`src/rtl/snake_body_ctrl.sv`:
```
// Snake body controller: owns an external DEPTH-deep recirculating shift register,
// initialises it, inserts new head segments on request and streams the body out.
module snake_body_ctrl #(
  parameter int              WIDTH    = 2,
  parameter int              DEPTH    = 234,
  parameter int              INIT_LEN = 3,
  parameter logic [WIDTH-1:0] INIT_DIR = '0
) (
  input  logic                       clk,
  input  logic                       rst_n,
  output logic [WIDTH-1:0]           sr_in,
  input  logic [WIDTH-1:0]           sr_out,
  input  logic                       move_req,
  input  logic [WIDTH-1:0]           move_dir,
  input  logic                       move_grow,
  output logic                       move_ack,
  output logic                       move_done,
  output logic                       busy,
  output logic [$clog2(DEPTH+1)-1:0] length,
  output logic                       full,
  output logic                       seg_valid,
  output logic                       seg_first,
  output logic [WIDTH-1:0]           seg_dir
);
  localparam int              LW         = $clog2(DEPTH + 1);
  localparam int              PW         = (DEPTH > 1) ? $clog2(DEPTH) : 1;
  localparam logic [PW-1:0]   LAST_POS   = PW'(DEPTH - 1);
  localparam logic [LW-1:0]   DEPTH_L    = LW'(DEPTH);
  localparam logic [LW-1:0]   INIT_LEN_L = LW'(INIT_LEN);

  typedef enum logic [1:0] {S_INIT, S_IDLE, S_ARMED} state_t;

  state_t            state_reg;
  logic [PW-1:0]     pos_reg, pos_next;
  logic [PW-1:0]     head_reg, head_upd, target_reg, target_calc;
  logic [LW-1:0]     len_reg, len_upd, scan_left_reg;
  logic [WIDTH-1:0]  dir_reg;
  logic              grow_reg, grow_ok;
  logic              done_reg, busy_reg, full_reg;
  logic              seg_valid_reg, seg_first_reg;
  logic              write_slot, run_next;

  assign pos_next    = (pos_reg == LAST_POS) ? '0 : pos_reg + PW'(1);
  assign target_calc = (head_reg == '0) ? LAST_POS : head_reg - PW'(1);
  assign write_slot  = (state_reg == S_ARMED) && (pos_reg == target_reg);
  assign grow_ok     = grow_reg && !full_reg;
  assign head_upd    = write_slot ? target_reg : head_reg;
  assign len_upd     = (write_slot && grow_ok) ? len_reg + LW'(1) : len_reg;
  assign run_next    = (state_reg != S_INIT) || (pos_reg == LAST_POS);

  assign move_ack  = (state_reg == S_IDLE) && move_req;
  assign move_done = done_reg;
  assign busy      = busy_reg;
  assign length    = len_reg;
  assign full      = full_reg;
  assign seg_valid = seg_valid_reg;
  assign seg_first = seg_first_reg;
  assign seg_dir   = sr_out;

  // Recirculate by default so the ring keeps its contents; override only at the write slot.
  always_comb begin
    sr_in = sr_out;
    if (!rst_n)
      sr_in = '0;
    else if (state_reg == S_INIT)
      sr_in = INIT_DIR;
    else if (write_slot)
      sr_in = dir_reg;
  end

  always_ff @(posedge clk or negedge rst_n) begin
    if (!rst_n)
      pos_reg <= '0;
    else
      pos_reg <= pos_next;
  end

  always_ff @(posedge clk or negedge rst_n) begin
    if (!rst_n) begin
      state_reg  <= S_INIT;
      head_reg   <= '0;
      len_reg    <= INIT_LEN_L;
      target_reg <= '0;
      dir_reg    <= '0;
      grow_reg   <= 1'b0;
      done_reg   <= 1'b0;
      busy_reg   <= 1'b1;
      full_reg   <= (INIT_LEN == DEPTH);
    end else begin
      done_reg <= write_slot;
      head_reg <= head_upd;
      len_reg  <= len_upd;
      full_reg <= (len_upd == DEPTH_L);
      case (state_reg)
        S_INIT: if (pos_reg == LAST_POS) begin
          state_reg <= S_IDLE;
          busy_reg  <= 1'b0;
        end
        S_IDLE: if (move_req) begin
          state_reg  <= S_ARMED;
          busy_reg   <= 1'b1;
          target_reg <= target_calc;
          dir_reg    <= move_dir;
          grow_reg   <= move_grow;
        end
        S_ARMED: if (pos_reg == target_reg) begin
          state_reg <= S_IDLE;
          busy_reg  <= 1'b0;
        end
        default: begin
          state_reg <= S_INIT;
          busy_reg  <= 1'b1;
        end
      endcase
    end
  end

  // Scan flags are computed one cycle ahead from the values the registers take on this edge,
  // so seg_valid lines up with the cycle in which pos equals the registered head pointer.
  always_ff @(posedge clk or negedge rst_n) begin
    if (!rst_n) begin
      seg_valid_reg <= 1'b0;
      seg_first_reg <= 1'b0;
      scan_left_reg <= '0;
    end else if (!run_next) begin
      seg_valid_reg <= 1'b0;
      seg_first_reg <= 1'b0;
      scan_left_reg <= '0;
    end else if (seg_valid_reg && (scan_left_reg != '0)) begin
      seg_valid_reg <= 1'b1;
      seg_first_reg <= 1'b0;
      scan_left_reg <= scan_left_reg - LW'(1);
    end else if (pos_next == head_upd) begin
      seg_valid_reg <= 1'b1;
      seg_first_reg <= 1'b1;
      scan_left_reg <= len_upd - LW'(1);
    end else begin
      seg_valid_reg <= 1'b0;
      seg_first_reg <= 1'b0;
      scan_left_reg <= '0;
    end
  end
endmodule

```
`config.mk`:
```
export PLATFORM = sky130hd
export DESIGN_NAME = snake_body_ctrl
export DESIGN_NICKNAME = d
export VERILOG_FILES = /design/src/rtl/snake_body_ctrl.sv
export SDC_FILE = /design/constraint.sdc
export NUM_CORES = 1
export LEC_CHECK = 0
export ABC_AREA = 1
export BUFFER_PORTS_ARGS = -buffer_cell sky130_fd_sc_hd__clkbuf_2
export CORE_MARGIN = 1.5
export CORE_UTILIZATION = 41
export CTS_BUF_LIST = sky130_fd_sc_hd__clkbuf_2 sky130_fd_sc_hd__clkbuf_4 sky130_fd_sc_hd__clkbuf_8
export CTS_CLUSTER_DIAMETER = 100
export DETAILED_ROUTE_END_ITERATION = 7
export PLACE_DENSITY = 0.7
export SLEW_MARGIN = 30
export SYNTH_ARGS = -nofsm -noshare
export SYNTH_HDL_FRONTEND = slang
export SYNTH_SLANG_ARGS = --single-unit
```
`constraint.sdc`:
```
create_clock -name clk -period 2.1 [get_ports clk]
set_input_delay 0 -clock clk [delete_from_list [all_inputs] [get_ports clk]]
set_output_delay 0 -clock clk [all_outputs]
set_load 0.005 [all_outputs]
```
==> metrics <==
max cap viols 0; RSZ-0062 raised after global routing yes; Die Wd 92.7 um; vias post-DR 3086; Site Rows 32; worst reg2reg path depth 15; crit path time final 2.17 ns; drt first-iter violations 154; Total GRT Usage 0.202; Final ANT Viol Nets 0; number of global-route vias before repair 2938; Net count, final 538; fmax 462 MHz; Yosys top cell area share 0.357; Startpoint Class register; post-synth top area cell dfrtp_1; CTS tree built; total design power 2240 uW; clk_lat worst skew 0.31 ns; Hold Path Cell Cnt 2; clock slew at reported path FFs 0.10 ns; CP arrival 2.41 ns; Vias/cell 4.95; Worst path slowest cell dfrtp_2; crit path max fanout 7; dpl cells 571; layout cell share with drive strength beyond 1 0.425; worst path cell trace inv_2 -> nand2_2 -> nand2_2 -> nor2_4 -> nand2_4 -> nor2_8 -> nand3_4 -> buf_6 -> nand2_2 -> nand2_2 -> buf_4 -> nor2_1 -> nand2_1 -> xor2_1 -> o21ai_1; Max VDD drop 0.000470 V; Lkg Pwr 0.00249 uW; Synth Area in Compound Gates 0.0649; CP dominant cell by count nand2_2; area of the core 0.00777 mm^2; initial antenna violation count 0; input/output buffers 25; First-pass DRT Iterations 4; root buf cell clkbuf_8; final hold vios 0; failing checks setup timing; Worst Hold Class input pin to output pin; total wire length 8580 um; worst relative slew slack 0.564; ys async rst share 1.00; # IOs 26; number of enable flip-flop cells after synthesis 0; starting density of the core 0.424; critical path class register to register; GR Overflow Total 0; Die Span Y 92.7 um; Post-Synthesis Net Count 445; CTS sink cnt 50; Layout area overhead 35.0%; ys flop type dfrtp_1; Final Cycle Share 1.03; multiplexer share of the synthesized area 0; CTS Buffer Depth 2; Max stage delay on crit path 0.48 ns; Residual DRC 0; Final GP Congestion 0.894; yosys warns 0; DP Wirelength 5940 um; final-report max-slew violation count 0; simple-gate share of the synthesized area 0.369; area share of fa/ha/maj cells after synthesis 0.0342; Crit. End Element register; status finished with violations; Post-Syn Area per Cell 7.70 um^2; Final TNS setup -0.415 ns; largest net degree at the start of global routing 51; n_diodes 0; fin cells 624; Power per Cell Area 502 mW/mm^2; H-tree Lvls 2; Setup Skew 0.0104 ns; synthesized area 0.00330 mm^2; pre-CTS WS -0.153 ns; Die ar. 0.00859 mm^2; Setup-failing EPs final 9; main combinational cell family by area after synthesis simple AND/OR/NAND/NOR gates; setup ws final -0.0667 ns; post-synthesis sequential element count 50; drt wl/cell 13.7 um; WP data required 2.34 ns; Synth area leaders dfrtp_1, nand2_1, inv_1, nand3_1, nor2_1; TritonCTS buffer count 5; Synth Instances 428; Least-Margin Pin Slew 0.654 ns; Synth cell types 40; xor/xnor share of the synthesized area 0.0452; first-pass GRT wire length 13600 um; post-synthesis sequential area ratio 0.381
## critical path: cells and delay by family, from the launching register on
kind | cells | cell delay, ns
AO/OA/AOI/OAI | 1 | 0.13
XOR/XNOR | 1 | 0.14
buffers and inverters | 3 | 0.40
flip-flops | 1 | 0.48
AND/OR/NAND/NOR | 10 | 0.95
## cells in the final DEF, fill, tap and decap left out, drive strengths merged, types with 2 or more instances in the layout
master,instances
dfrtp,47
a21oi,4
clkbuf,32
nor2,43
dlygate4sd3,5
nand4,15
buf,63
dfstp,3
o21ai,12
xor2,11
inv,72
nor3,6
nand3,40
or2,3
a32oi,2
nand2,132
o21bai,5
ha,9
o22ai,4
a22oi,2
xnor2,6
## logic make-up (layout without fill, tap and decap cells)
group / after synthesis / count (layout)
AND/OR/NAND/NOR: 242 / 242
buffers and inverters: 80 / 174
XOR/XNOR: 17 / 17
AO/OA/AOI/OAI: 30 / 30
flip-flops: 50 / 50
adder cells (fa/ha/maj): 9 / 9
## layer usage
layer	wire, um	part of all wire	track usage
met5	0	0	0
met4	201	0.023	0.0682
met3	299	0.035	0.0320
met2	4440	0.52	0.363
met1	3640	0.42	0.246
## area by class of cell
cell class	instances	area [um^2]
inverters	72	275
flip-flops and latches	50	1260
multi-input cells	298	1960
clock buffers	6	76.3
well taps	102	128
repair buffers	94	712
clock inverters	2	37.5
fillers	684	3320
## synthesized netlist by cell type, drive strengths merged, types with 2 or more instances
| library cell | instances |
|---|---|
| a21oi | 4 |
| a22oi | 2 |
| a32oi | 2 |
| buf | 6 |
| clkbuf | 2 |
| dfrtp | 47 |
| dfstp | 3 |
| ha | 9 |
| inv | 71 |
| nand2 | 132 |
| nand3 | 40 |
| nand4 | 15 |
| nor2 | 43 |
| nor3 | 6 |
| o21ai | 12 |
| o21bai | 5 |
| o22ai | 4 |
| or2 | 3 |
| xnor2 | 6 |
| xor2 | 11 |
## timing repair
item,CTS,global route
hold buffers,5,0
pin swaps,13,39
cloned,0,1
hold endpoints to repair,51,0
resized for setup,21,69
setup endpoints to repair,10,15
buffers inserted,20,19
## stage by stage
stage	hold WS (ns)	util	cell area, um^2
2_1_floorplan	-0.296	-	3300
3_3_place_gp	0.169	0.472	3660
3_5_place_dp	0.173	0.472	3660
4_1_cts	0.191	0.519	4040
5_1_grt	0.206	0.573	4450
6_report	0.189	0.573	4450
## worst paths after layout
path | end | start | slack, ns
worst max-delay path | scan_left_reg[6] | pos_reg[0] | -0.07
worst min-delay path | seg_dir[1] | sr_out[1] | 0.19
worst max register to register | scan_left_reg[6] | pos_reg[0] | -0.07
worst min register to register | busy | busy | 0.48
max in group asynchronous | pos_reg[7] | rst_n | 1.27
min in group asynchronous | seg_first | rst_n | 0.34
## power breakdown
| part | switching, uW | total (uW) | internal (uW) | leakage (uW) |
|---|---|---|---|---|
| Clock | 341 | 710 | 369 | 0.0000548 |
| Combinational | 315 | 470 | 155 | 0.00180 |
| Sequential | 34.2 | 1060 | 1020 | 0.000636 |
Power figures use the tool's default switching activity.
